==> src/rtl/uart_pkg.sv <==
// Shared UART transmitter definitions: FSM state encoding, framing constants
// and the parity helper used when loading a byte.
package uart_pkg;

   localparam int unsigned DEFAULT_CLK_DIV = 868;
   localparam int unsigned UART_DATA_BITS  = 8;

   typedef enum logic [2:0] {
      StIdle,
      StStart,
      StData,
      StParity,
      StStop
   } tx_state_e;

   // Even parity is the XOR of the data bits; odd parity inverts it.
   function automatic logic calc_parity(input logic [UART_DATA_BITS-1:0] data,
                                        input logic                      odd);
      return (^data) ^ odd;
   endfunction

endpackage

==> src/rtl/sync_fifo.sv <==
// Single-clock FIFO with synchronous active-low reset. A push while full is
// dropped even if a pop happens on the same edge; a pop while empty is ignored.
module sync_fifo #(
   parameter int unsigned Width = 8,
   parameter int unsigned Depth = 16,
   localparam int unsigned AddrW = (Depth > 1) ? $clog2(Depth) : 1,
   localparam int unsigned CntW  = $clog2(Depth) + 1
) (
   input  logic             clk,
   input  logic             rst_n,
   input  logic             push,
   input  logic             pop,
   input  logic [Width-1:0] wr_data,
   output logic [Width-1:0] rd_data,
   output logic             full,
   output logic             empty,
   output logic [CntW-1:0]  count
);

   logic [Width-1:0] mem_q [Depth];
   logic [AddrW-1:0] wr_ptr_q, wr_ptr_d;
   logic [AddrW-1:0] rd_ptr_q, rd_ptr_d;
   logic [CntW-1:0]  count_q, count_d;
   logic             do_push, do_pop;

   assign full    = (count_q == CntW'(Depth));
   assign empty   = (count_q == '0);
   assign do_push = push & ~full;
   assign do_pop  = pop & ~empty;
   assign rd_data = mem_q[rd_ptr_q];
   assign count   = count_q;

   // Depth is a power of two, so pointer increments wrap naturally.
   always_comb begin
      wr_ptr_d = wr_ptr_q;
      rd_ptr_d = rd_ptr_q;
      count_d  = count_q;
      if (do_push) wr_ptr_d = wr_ptr_q + AddrW'(1);
      if (do_pop)  rd_ptr_d = rd_ptr_q + AddrW'(1);
      case ({do_push, do_pop})
         2'b10:   count_d = count_q + CntW'(1);
         2'b01:   count_d = count_q - CntW'(1);
         default: count_d = count_q;
      endcase
   end

   always_ff @(posedge clk) begin
      if (!rst_n) begin
         wr_ptr_q <= '0;
         rd_ptr_q <= '0;
         count_q  <= '0;
      end else begin
         wr_ptr_q <= wr_ptr_d;
         rd_ptr_q <= rd_ptr_d;
         count_q  <= count_d;
      end
   end

   always_ff @(posedge clk) begin
      if (rst_n && do_push) mem_q[wr_ptr_q] <= wr_data;
   end

endmodule

==> src/rtl/uart_tx_buffered.sv <==
// FIFO-buffered UART transmitter: 8N1 frames (optional parity), bit time CLK_DIV
// clocks, back-to-back frames whenever the queue holds data at the end of a stop bit.
module uart_tx_buffered
   import uart_pkg::*;
#(
   parameter int unsigned CLK_DIV    = DEFAULT_CLK_DIV,
   parameter int unsigned FIFO_DEPTH = 16,
   parameter bit          PARITY_EN  = 1'b0,
   parameter bit          PARITY_ODD = 1'b0,
   localparam int unsigned CntW = $clog2(FIFO_DEPTH) + 1
) (
   input  logic                      clk,
   input  logic                      rst_n,
   input  logic [UART_DATA_BITS-1:0] wr_data,
   input  logic                      wr_valid,
   output logic                      wr_ready,
   output logic                      tx,
   output logic                      busy,
   output logic [CntW-1:0]           fifo_count,
   output logic                      tx_done
);

   localparam int unsigned IdxW    = $clog2(UART_DATA_BITS);
   localparam logic [15:0] BitLast = 16'(CLK_DIV - 1);
   localparam logic [IdxW-1:0] IdxLast = IdxW'(UART_DATA_BITS - 1);

   tx_state_e                 state_q, state_d;
   logic [15:0]               bit_cnt_q, bit_cnt_d;
   logic [IdxW-1:0]           bit_idx_q, bit_idx_d;
   logic [UART_DATA_BITS-1:0] shift_q, shift_d;
   logic                      parity_q, parity_d;
   logic                      tx_q, tx_d;
   logic                      busy_q, busy_d;
   logic                      done_q, done_d;

   logic                      fifo_pop, fifo_full, fifo_empty;
   logic [UART_DATA_BITS-1:0] fifo_rd_data;
   logic                      bit_end;

   sync_fifo #(
      .Width (UART_DATA_BITS),
      .Depth (FIFO_DEPTH)
   ) u_fifo (
      .clk     (clk),
      .rst_n   (rst_n),
      .push    (wr_valid),
      .pop     (fifo_pop),
      .wr_data (wr_data),
      .rd_data (fifo_rd_data),
      .full    (fifo_full),
      .empty   (fifo_empty),
      .count   (fifo_count)
   );

   assign wr_ready = ~fifo_full;
   assign bit_end  = (bit_cnt_q == BitLast);

   always_ff @(posedge clk) begin
      if (!rst_n) begin
         state_q   <= StIdle;
         bit_cnt_q <= '0;
         bit_idx_q <= '0;
         shift_q   <= '0;
         parity_q  <= 1'b0;
         tx_q      <= 1'b1;
         busy_q    <= 1'b0;
         done_q    <= 1'b0;
      end else begin
         state_q   <= state_d;
         bit_cnt_q <= bit_cnt_d;
         bit_idx_q <= bit_idx_d;
         shift_q   <= shift_d;
         parity_q  <= parity_d;
         tx_q      <= tx_d;
         busy_q    <= busy_d;
         done_q    <= done_d;
      end
   end

   always_comb begin
      state_d   = state_q;
      bit_cnt_d = bit_cnt_q;
      bit_idx_d = bit_idx_q;
      shift_d   = shift_q;
      parity_d  = parity_q;
      fifo_pop  = 1'b0;

      if (state_q != StIdle) bit_cnt_d = bit_end ? '0 : bit_cnt_q + 16'd1;

      unique case (state_q)
         StIdle: begin
            if (!fifo_empty) begin
               fifo_pop  = 1'b1;
               shift_d   = fifo_rd_data;
               parity_d  = calc_parity(fifo_rd_data, PARITY_ODD);
               bit_cnt_d = '0;
               state_d   = StStart;
            end
         end
         StStart: begin
            if (bit_end) begin
               bit_idx_d = '0;
               state_d   = StData;
            end
         end
         StData: begin
            // The LSB of the shift register is always the bit on the line.
            if (bit_end) begin
               shift_d   = shift_q >> 1;
               bit_idx_d = bit_idx_q + IdxW'(1);
               if (bit_idx_q == IdxLast) state_d = PARITY_EN ? StParity : StStop;
            end
         end
         StParity: begin
            if (bit_end) state_d = StStop;
         end
         StStop: begin
            if (bit_end) begin
               if (!fifo_empty) begin
                  fifo_pop  = 1'b1;
                  shift_d   = fifo_rd_data;
                  parity_d  = calc_parity(fifo_rd_data, PARITY_ODD);
                  state_d   = StStart;
               end else begin
                  state_d = StIdle;
               end
            end
         end
         default: state_d = StIdle;
      endcase
   end

   // Outputs are decoded from the next state so that they are registered.
   always_comb begin
      tx_d = 1'b1;
      unique case (state_d)
         StStart:  tx_d = 1'b0;
         StData:   tx_d = shift_d[0];
         StParity: tx_d = parity_d;
         default:  tx_d = 1'b1;
      endcase
      busy_d = (state_d != StIdle);
      done_d = (state_d == StStop) && (bit_cnt_d == BitLast);
   end

   assign tx      = tx_q;
   assign busy    = busy_q;
   assign tx_done = done_q;

endmodule
==> config.mk <==
export PLATFORM = sky130hd
export DESIGN_NAME = uart_tx_buffered
export DESIGN_NICKNAME = d
export VERILOG_FILES = /design/src/rtl/uart_pkg.sv /design/src/rtl/sync_fifo.sv /design/src/rtl/uart_tx_buffered.sv
export SDC_FILE = /design/constraint.sdc
export NUM_CORES = 1
export LEC_CHECK = 0
export ABC_CLOCK_PERIOD_IN_PS = 2920
export BUFFER_PORTS_ARGS = -buffer_cell sky130_fd_sc_hd__buf_2
export CAP_MARGIN = 10
export CORE_MARGIN = 4
export CORE_UTILIZATION = 56
export CTS_CLUSTER_SIZE = 14
export DETAILED_ROUTE_END_ITERATION = 10
export PLACE_DENSITY_LB_ADDON = 0.12
export SYNTH_ARGS = -nofsm -noshare
export SYNTH_HDL_FRONTEND = slang
export SYNTH_HIERARCHICAL = 1
export SYNTH_SLANG_ARGS = --single-unit
export TNS_END_PERCENT = 100
==> constraint.sdc <==
create_clock -name clk -period 2.92 [get_ports clk]
set_input_delay 0.146 -clock clk [delete_from_list [all_inputs] [get_ports clk]]
set_output_delay 0.146 -clock clk [all_outputs]
set_load 0.05 [all_outputs]
== After elaboration in Yosys (flattened, before gate mapping) ==
Memories as Yosys holds them, arrays and structs flattened. A register that Yosys moved wholly into a read port is not among the register bits.
Index checks and enable logic that the tools add are counted.

* Add/subtract/negate cells: 6
* Equal/unequal tests: 17
* Multiplexer cells: 31
* Bitwise logic cells: 4
* Reductions and logical operators: 12

{| class="wikitable"
|+ Operator list
! operator !! count
|-
| 16-bit two-way mux || 4
|-
| 16-bit by 10-bit equality test with 1-bit output, second input constant || 2
|-
| 3-bit two-way mux || 8
|-
| 8-bit two-way mux || 3
|-
| 8-bit one-hot mux with 3 select lines || 1
|-
| 16-bit by 1-bit adder with 16-bit output, second input constant || 1
|-
| 3-bit one-hot mux with 5 select lines || 1
|-
| 3-bit by 2-bit equality test with 1-bit output, second input constant || 4
|-
| 5-bit one-hot mux with 2 select lines || 1
|-
| 3-bit equality test, second input constant || 3
|-
| 3-bit nonzero test || 3
|-
| 4-bit by 1-bit adder with 4-bit output, second input constant || 2
|-
| 4-bit two-way mux || 2
|-
| 8-bit parity || 1
|-
| 1-bit two-way mux || 7
|-
| 3-bit by 1-bit equality test with 1-bit output, second input constant || 2
|-
| 2-bit != test, second input constant || 3
|-
| 3-bit one-hot mux with 2 select lines || 1
|-
| 3-bit AND reduction || 2
|-
| 5-bit by 1-bit adder with 5-bit output, second input constant || 1
|-
| 5-bit equality test, second input constant || 1
|-
| 5-bit zero test || 1
|-
| 5-bit by 1-bit subtractor with 5-bit output, second input constant || 1
|-
| 1-bit one-hot mux with 2 select lines || 2
|-
| 9 further kinds || 13
|}

* Register bits: 47
* Bits in writable memories: 128
* Memories kept: 1

{| class="wikitable"
|+ Memory list
! memory !! depth !! width !! rd ports !! clocked after Yosys merged registers in !! write ports !! RTL line !! source
|-
| u_fifo.mem_q || 16 || 8 || 1 || 1 || 1 || sync_fifo.sv:20 || <nowiki>logic [Width-1:0] mem_q [Depth];</nowiki>
|}

== Depth between registers and ports, before layout ==
Gate-level depths: netlist of run 1.

* Word-level depth: 7
* Depth in mapped cells: 14

== By module ==
The synthesis of run 1 kept the hierarchy.

{| class="wikitable"
|+ By module, submodules not included
! module !! times used !! cells an instance !! area each (um^2) !! sequential area each (um^2)
|-
| sync_fifo || 1 || 310 || 5786.8 || 4184.0
|-
| uart_tx_buffered || 1 || 244 || 2057.0 || 680.7
|}

== Least setup slack after synthesis of run 1 ==
OpenSTA, ideal clock, no wires.

* Path type: register to register
* Start: reg u_fifo.count_q[0] (netlist: u_fifo/count[0])
* End: reg u_fifo.count_q[4] (netlist: u_fifo/count[4])
* Arrival: 3.148 ns
* Required time: 2.848 ns
* Slack: -0.300 ns
* Stages on the path, launching flop included: 14
* Path buffers: 1
* Period minus slack after synthesis: 3.220 ns
* Path through: dfxtp_1 -> or4_4 -> nor2_1 -> a2111oi_4 -> buf_6 -> o21ai_4 -> inv_1 -> ha_1 -> inv_1 -> fa_1 -> nand2b_1 -> a21oi_1 -> mux2i_1 -> mux2i_1

* Cells in the longest elaborated chain, start to end: 7
* Elaborated cells between the ends (all ways): 15
* Classes of those cells: add/sub: 2; eq/ne: 3; mux: 4; bitwise: 4; reduce/logical: 2

{| class="wikitable"
|+ Ends and longest elaborated chain
! element !! RTL line !! source
|-
| from (decl) || sync_fifo.sv:23 || <nowiki>logic [CntW-1:0] count_q, count_d;</nowiki>
|-
| from (signal assigned) || sync_fifo.sv:55 || <nowiki>count_q <= count_d;</nowiki>
|-
| 5-bit zero test * || sync_fifo.sv:27 || <nowiki>assign empty = (count_q == '0);</nowiki>
|-
| named net fifo_empty || uart_tx_buffered.sv:36 || <nowiki>logic fifo_pop, fifo_full, fifo_empty;</nowiki>
|-
| 1-bit two-way mux * || uart_tx_buffered.sv:92, uart_tx_buffered.sv:119 ||
|-
| 1-bit two-way mux || uart_tx_buffered.sv:118 || <nowiki>if (bit_end) begin</nowiki>
|-
| 1-bit one-hot mux with 2 select lines * || uart_tx_buffered.sv:90 || <nowiki>unique case (state_q)</nowiki>
|-
| named net fifo_pop || uart_tx_buffered.sv:36 ||
|-
| 1-bit AND * || sync_fifo.sv:29 || <nowiki>assign do_pop = pop & ~empty;</nowiki>
|-
| named net u_fifo.do_pop || sync_fifo.sv:24 || <nowiki>logic do_push, do_pop;</nowiki>
|-
| 2-bit by 1-bit equality test with 1-bit output / 2-bit equality test (equally long branches) || sync_fifo.sv:40 || <nowiki>case ({do_push, do_pop})</nowiki>
|-
| 5-bit one-hot mux with 2 select lines / 2-bit nonzero test (equally long branches) || n/a ||
|}

The timed path passes the listed nets; every way through them passes the cells marked *.
A chain may end at the register's enable or synchronous reset.

== Worst setup path in the final report of run 1 ==
* Start: reg bit_cnt_q[0]
* End: reg u_fifo.count_q[4] (netlist: u_fifo/count[4])

* Cells in the longest elaborated chain, start to end: 6
* Elaborated cells between the ends (all ways): 8
* Classes of those cells: eq/ne: 3; mux: 3; bitwise: 1; reduce/logical: 1

{| class="wikitable"
|+ Ends and longest elaborated chain
! element !! RTL line !! source
|-
| from (decl) || uart_tx_buffered.sv:28 || <nowiki>logic [15:0] bit_cnt_q, bit_cnt_d;</nowiki>
|-
| from (signal assigned) || uart_tx_buffered.sv:70 || <nowiki>bit_cnt_q <= bit_cnt_d;</nowiki>
|-
| 16-bit by 10-bit equality test with 1-bit output * || uart_tx_buffered.sv:56 || <nowiki>assign bit_end = (bit_cnt_q == BitLast);</nowiki>
|-
| 1-bit two-way mux * || uart_tx_buffered.sv:118 ||
|-
| 1-bit one-hot mux with 2 select lines * || uart_tx_buffered.sv:90 ||
|-
| 1-bit AND * || sync_fifo.sv:29 ||
|-
| named net u_fifo.do_pop || sync_fifo.sv:24 ||
|-
| 2-bit by 1-bit equality test with 1-bit output / 2-bit equality test (equally long branches) || sync_fifo.sv:40 ||
|-
| 5-bit one-hot mux with 2 select lines / 2-bit nonzero test (equally long branches) || n/a ||
|}

Marks and branches as above.

==> results.py, run 1 <==
metrics = {
    "critical_path": {
        "worstSetupStartpointType": "flip-flop",
        "end_kind": "flip-flop",
        "r2r_end": "u_fifo/count[4]",
        "slowest_stage": "a2111oi_4",
        "crit_type": "flip-flop to flip-flop",
        "critical-path-max-stage-delay_ns": 0.46,
        "required_ns": 3.28,
        "reg2regPathDepth": 13,
        "r2r_slack_ns": 0.04,
        "crit_arrival_ns": 3.24,
        "crit_chain": "ha_4, and4b_1, nand4_4, a2111oi_4, o21ai_4, inv_2, ha_4, inv_4, fa_2, nand2b_4, a21oi_2, mux2i_1, mux2i_1",
        "crit_path_max_fanout": 5,
        "worst_r2r_startpoint": "bit_cnt_q[0]",
    },
    "yosys": {
        "ys_warn_count": 6,
        "synthTopCellsByArea": "edfxtp_1 (49%), dfxtp_1 (13%), mux4_2 (9.2%), a22oi_1 (2.8%), nand2_1 (2.0%)",
        "ys.flop_type": "edfxtp_1",
        "syn-num-nets": 578,
        "synth_top_area_share": 0.490,
        "yosysMostFrequentCell": "edfxtp_1",
        "synth_edf_count": 128,
        "yosysSeqAreaShare": 0.620,
        "synth.distinct_cells": 67,
        "synth_top_cells_by_count": "edfxtp_1 (128), dfxtp_1 (51), nand2_1 (41)",
        "synth_cells": 554,
        "netlist_area_mm2": 0.00784,
        "ys_ff_latch": 179,
        "synth.largest_area_cell": "edfxtp_1",
        "synth_area_per_cell_um2": 14.2,
        "async_reset_ff_frac": 0,
    },
    "clock_network": {
        "hold_buffers": 0,
        "root_buffer": "clkbuf_16",
        "clkTransAtPathRegs_ns": 0.07,
        "clock_latency_ns": 0.43,
        "cts_tree": "done",
        "cts.sinks": 179,
        "cts_buffer_depth": 2,
        "cts_buffers": 17,
        "htree_num_levels": 4,
    },
    "timing": {
        "relSlewSlack": 0.631,
        "slew_violations": 0,
        "hold_viol_final": 0,
        "setup_violations": 0,
        "finClkSkew_ns": 0.00787,
        "rsz0062_at_grt": "yes",
        "fin_crit_sh": 0.986,
        "worstMarginPinSlew_ns": 0.553,
        "fmax_mhz": 347,
        "finalCriticalPeriod_ns": 2.88,
    },
    "worst_hold_path": {
        "hold_path.startpoint": "wr_data[7]",
        "worstHoldEndpoint": "u_fifo/mem_q[10][7]",
        "min_path_type": "input port to flip-flop",
        "hold_depth": 1,
    },
    "floorplanning": {
        "start_util": 0.583,
        "ios": 20,
        "die_area_mm2": 0.0160,
        "core_region_area_mm2": 0.0135,
        "die_y_um": 126,
        "row_count": 42,
        "die-width_um": 126,
    },
    "placement": {
        "dp_hpwl_um": 10100,
        "place_congestion": 0.852,
        "portBuffers": 19,
        "placed_area_mm2": 0.00828,
        "dp_cells": 749,
    },
    "routing": {
        "wirelength_um": 15900,
        "viasPerCell": 6.03,
        "vias": 4715,
        "drcViolationCount": 0,
        "drtPass1Iterations": 4,
        "drt-wirelength-per-cell_um": 20.3,
        "drt_iter0_drc": 412,
        "drt.antenna.violating_nets": 0,
    },
    "layout": {
        "syn_to_final_growth_pct": 13.0,
        "antenna-diode-count": 0,
        "stdcell_area_mm2": 0.00887,
        "drive_above_1_share": 0.236,
        "nNetsFinal": 618,
        "final_core_util": 0.659,
        "final_cells": 782,
    },
    "pwr": {
        "power_density_mw_per_mm2": 776,
        "share_seq_of_total_power": 0.431,
        "power.switching_w": 0.00210,
        "p_int_w": 0.00479,
        "p_leak_nw": 3.08,
        "combPwrFrac": 0.256,
        "pwr-share-clk": 0.313,
        "irDropWorstVdd_mv": 0.545,
        "switching_share": 0.305,
    },
    "job": {
        "maxCapViolCount": 0,
    },
    "global_routing": {
        "grt_pass1_vias": 4627,
        "antenna_found_initial": 0,
        "grt_max_degree": 33,
        "grt_first_pass_wirelength_um": 25500,
        "gr-total-overflow": 0,
        "grt_usage": 0.209,
    },
    "run_status": {
        "outcome": "finished, final reports clean",
    },
}
==> per-layer routing <==
layer / vias to the layer above / track usage / part of all wire
met3: 17 / 0.0462 / 0.049
met4: 0 / 0.0694 / 0.014
met5: - / 0 / 0
met2: 129 / 0.318 / 0.48
li1: 2197 / - / -
met1: 2372 / 0.303 / 0.46
==> cell families (layout without fill, tap and decap cells) <==
| kind of cell | after synthesis | count (layout) | share of synthesized area |
|---|---|---|---|
| flip-flops | 179 | 179 | 0.620 |
| multiplexers | 38 | 38 | 0.0995 |
| XOR/XNOR | 15 | 15 | 0.0167 |
| adder cells (fa/ha/maj) | 13 | 13 | 0.0217 |
| AND/OR/NAND/NOR | 180 | 180 | 0.134 |
| buffers and inverters | 37 | 89 | 0.0230 |
| AO/OA/AOI/OAI | 92 | 92 | 0.0850 |
==> critical path: cells and delay by family (launching register included) <==
kind	cells	cell delay (ns)
compound gates	3	0.70
flops	1	0.36
buf+inv	2	0.12
simple gates	3	0.56
fa+ha+maj	3	0.68
mux	2	0.40
==> power groups by stage <==
stage / clock network [W] / registers, W / logic (W)
after global routing: 0.00231 / 0.00298 / 0.00193
final: 0.00215 / 0.00297 / 0.00176
after global placement: 0 / 0.00302 / 0.00169
after floorplan: 0 / 0.00313 / 0.00117
after detailed placement: 0 / 0.00302 / 0.00173
after CTS: 0.00219 / 0.00297 / 0.00174
==> what timing repair did <==
item / in CTS / in global routing
resized for setup: 0 / 5
buffers inserted: 0 / 2
endpoints found under the setup margin: 0 / 1
==> state kept, by name, summed over array words and instances (netlist names), named ones only <==
register / count
u_fifo/wr_ptr_q: 4
u_fifo/mem_q: 128
state_q: 3
bit_cnt_q: 16
bit_idx_q: 3
tx: 1
u_fifo/rd_ptr_q: 4
parity_q: 1
busy: 1
shift_q: 8
tx_done: 1
u_fifo/count: 5
==> cell type report <==
cell class | instances | area [um^2]
fillers | 1014 | 4590
clock inverters | 13 | 130
flip-flops and latches | 179 | 4880
clock buffers | 18 | 429
well taps | 176 | 220
multi-input cells | 338 | 2840
repair buffers | 46 | 323
inverters | 12 | 47.5
==> placed cells by master (no fill, tap or decap), drive strengths merged, types with 12 or more instances in the layout <==
cell,instances
nand2,41
a21boi,13
inv,15
dfxtp,51
a21oi,12
nor2,17
clkbuf,18
edfxtp,128
a22oi,29
o21ai,18
buf,46
nand3,14
ha,12
mux4,32
xnor2,13
and2,26
and3,21
nor2b,17
==> stage by stage <==
step	setup TNS (ns)	power, W	hold WS (ns)	setup slack [ns]
2_1_floorplan	-0.0684	0.00430	0.245	-0.0346
3_3_place_gp	0	0.00471	0.453	0.0965
3_5_place_dp	0	0.00475	0.458	0.0371
4_1_cts	0	0.00689	0.0914	0.0107
5_1_grt	-0.116	0.00723	0.100	-0.105
6_report	0	0.00688	0.106	0.0416
==> worst max path at each step <==
stage,start,endpoint,cells past startpoint
after floorplan,u_fifo/count[0],u_fifo/count[3],12
after global placement,bit_cnt_q[1],u_fifo/count[4],13
after detailed placement,bit_cnt_q[1],u_fifo/count[4],13
after CTS,bit_cnt_q[1],u_fifo/count[4],13
after global routing,bit_cnt_q[0],u_fifo/count[4],13
final,bit_cnt_q[0],u_fifo/count[4],13
(Power assumes the default switching activity.)
==> run 2, diff against run 1 <==
--- a/config.mk
+++ b/config.mk
@@ -12,6 +12,7 @@
 export CORE_UTILIZATION = 56
 export CTS_CLUSTER_SIZE = 14
 export DETAILED_ROUTE_END_ITERATION = 10
+export HOLD_SLACK_MARGIN = 0.15
 export PLACE_DENSITY_LB_ADDON = 0.12
 export SYNTH_ARGS = -nofsm -noshare
 export SYNTH_HDL_FRONTEND = slang
==> results.py, run 2 (synthesis gave the netlist of run 1 again) <==
metrics = {
    "global_routing": {
        "grt_pass1_vias": 4673,
        "grt_first_pass_wirelength_um": 25800,
        "antenna_found_initial": 0,
        "grt_max_degree": 33,
        "gr-total-overflow": 0,
        "grt_usage": 0.210,
    },
    "pwr": {
        "irDropWorstVdd_mv": 0.549,
        "power_density_mw_per_mm2": 770,
        "p_leak_nw": 3.12,
        "finalPower_w": 0.00690,
    },
    "timing": {
        "slew_violations": 0,
        "fmax_mhz": 347,
        "tns_ns": 0,
        "layout_setup_ws_ns": 0.0412,
        "hold_viol_final": 0,
        "whs_ns": 0.215,
        "worstMarginPinSlew_ns": 0.570,
        "setup_violations": 0,
        "finClkSkew_ns": 0.00706,
        "rsz0062_at_grt": "yes",
        "finalCriticalPeriod_ns": 2.88,
        "fin_crit_sh": 0.986,
        "relSlewSlack": 0.620,
    },
    "clock_network": {
        "cts.sinks": 179,
        "cts_buffers": 17,
        "clock_latency_ns": 0.43,
        "clkTransAtPathRegs_ns": 0.07,
        "htree_num_levels": 4,
        "root_buffer": "clkbuf_16",
        "cts_buffer_depth": 2,
        "cts_tree": "done",
    },
    "routing": {
        "drtPass1Iterations": 4,
        "viasPerCell": 6.00,
        "wirelength_um": 16000,
        "vias": 4748,
        "drt.antenna.violating_nets": 0,
        "drt_iter0_drc": 382,
        "drcViolationCount": 0,
        "drt-wirelength-per-cell_um": 20.2,
    },
    "layout": {
        "largest_register_ffs": 128,
        "largest_register": "u_fifo/mem_q",
        "largestRegisters": "u_fifo/mem_q (128), bit_cnt_q (16), shift_q (8)",
        "antenna-diode-count": 0,
        "layout_common_cells": "edfxtp_1 (128), dfxtp_1 (43), nand2_1 (41), mux4_2 (32), a22oi_1 (29)",
        "multi_input_area_mm2": 0.00284,
        "stdcell_area_mm2": 0.00896,
        "syn_to_final_growth_pct": 14.2,
        "nNetsFinal": 627,
        "drive_above_1_share": 0.233,
        "final.fill_count": 1006,
        "seqCellArea_mm2": 0.00488,
        "layout_commonest_cell": "edfxtp_1",
    },
    "critical_path": {
        "reg2regPathDepth": 13,
        "r2r_slack_ns": 0.04,
        "required_ns": 3.28,
        "crit_type": "flip-flop to flip-flop",
        "r2r_end": "u_fifo/count[4]",
        "crit_path_max_fanout": 5,
        "end_kind": "flip-flop",
        "worstSetupStartpointType": "flip-flop",
        "crit_arrival_ns": 3.24,
        "worst_r2r_startpoint": "bit_cnt_q[0]",
    },
    "floorplanning": {
        "core_region_area_mm2": 0.0135,
        "ios": 20,
        "die_area_mm2": 0.0160,
        "die-width_um": 126,
        "start_util": 0.583,
        "row_count": 42,
        "die_y_um": 126,
    },
    "placement": {
        "dp_slack_ns": 0.0371,
        "place_congestion": 0.852,
        "placed_area_mm2": 0.00828,
        "portBuffers": 19,
        "dp_hpwl_um": 10100,
    },
    "run_status": {
        "outcome": "finished, final reports clean",
    },
    "job": {
        "maxCapViolCount": 0,
    },
    "worst_hold_path": {
        "hold_path.startpoint": "wr_valid",
        "min_path_type": "input port to flip-flop",
        "worstHoldEndpoint": "u_fifo/wr_ptr_q[3]",
        "hold_depth": 5,
    },
}
## run 2: cell types whose count changed in the layout (fill, tap and decap cells not counted), sizes merged
cell	previous run	this run
dlygate4sd3	0	9
## run 2: stage by stage
step | instances | util
2_1_floorplan | 554 | -
4_1_cts | 789 | 0.664
6_report | 791 | 0.666
3_5_place_dp | 749 | 0.616
5_1_grt | 791 | 0.666
3_3_place_gp | 749 | 0.616
## run 2: routing by layer
metal | up-vias | part of all wire | GRT usage
met5 | - | 0 | 0
met4 | 0 | 0.015 | 0.0694
met3 | 22 | 0.044 | 0.0462
met2 | 123 | 0.48 | 0.322
met1 | 2382 | 0.46 | 0.303
li1 | 2221 | - | -
## run 2: what timing repair did
action,CTS,global route
endpoints found under the hold margin,129,0
endpoints found under the setup margin,0,1
hold buffers,9,0
resized for setup,0,5
buffers inserted,0,2
## run 2: how the worst max path moves through the flow
stage / start / to / slack (ns) / depth (start not counted)
after CTS: bit_cnt_q[1] / u_fifo/count[4] / 0.01 / 13
after global placement: bit_cnt_q[1] / u_fifo/count[4] / 0.1 / 13
after floorplan: u_fifo/count[0] / u_fifo/count[3] / -0.03 / 12
final: bit_cnt_q[0] / u_fifo/count[4] / 0.04 / 13
after detailed placement: bit_cnt_q[1] / u_fifo/count[4] / 0.04 / 13
after global routing: bit_cnt_q[0] / u_fifo/count[4] / -0.10 / 13
## run 2: worst max-delay path, stage by stage, from the launching register on
cell       delay, ns
dfxtp_4         0.36
ha_4            0.15
and4b_1         0.26
nand4_4         0.15
a2111oi_4       0.46
o21ai_4         0.10
inv_2           0.08
ha_4            0.16
inv_4           0.04
fa_2            0.37
nand2b_4        0.15
a21oi_2         0.14
mux2i_1         0.22
mux2i_1         0.18
## run 2: final cells by class
type | count | share of cell area
multi-input cells | 338 | 0.317
well taps | 176 | 0.0246
clock buffers | 18 | 0.0479
inverters | 12 | 0.00531
repair buffers | 55 | 0.0461
flip-flops and latches | 179 | 0.544
clock inverters | 13 | 0.0145
## run 2: power breakdown
group          total (W)  internal (W)  switching, W
Sequential       0.00297       0.00287     0.0000990
Clock            0.00216       0.00118      0.000972
Combinational    0.00177      0.000740       0.00103
Total            0.00690       0.00480       0.00210
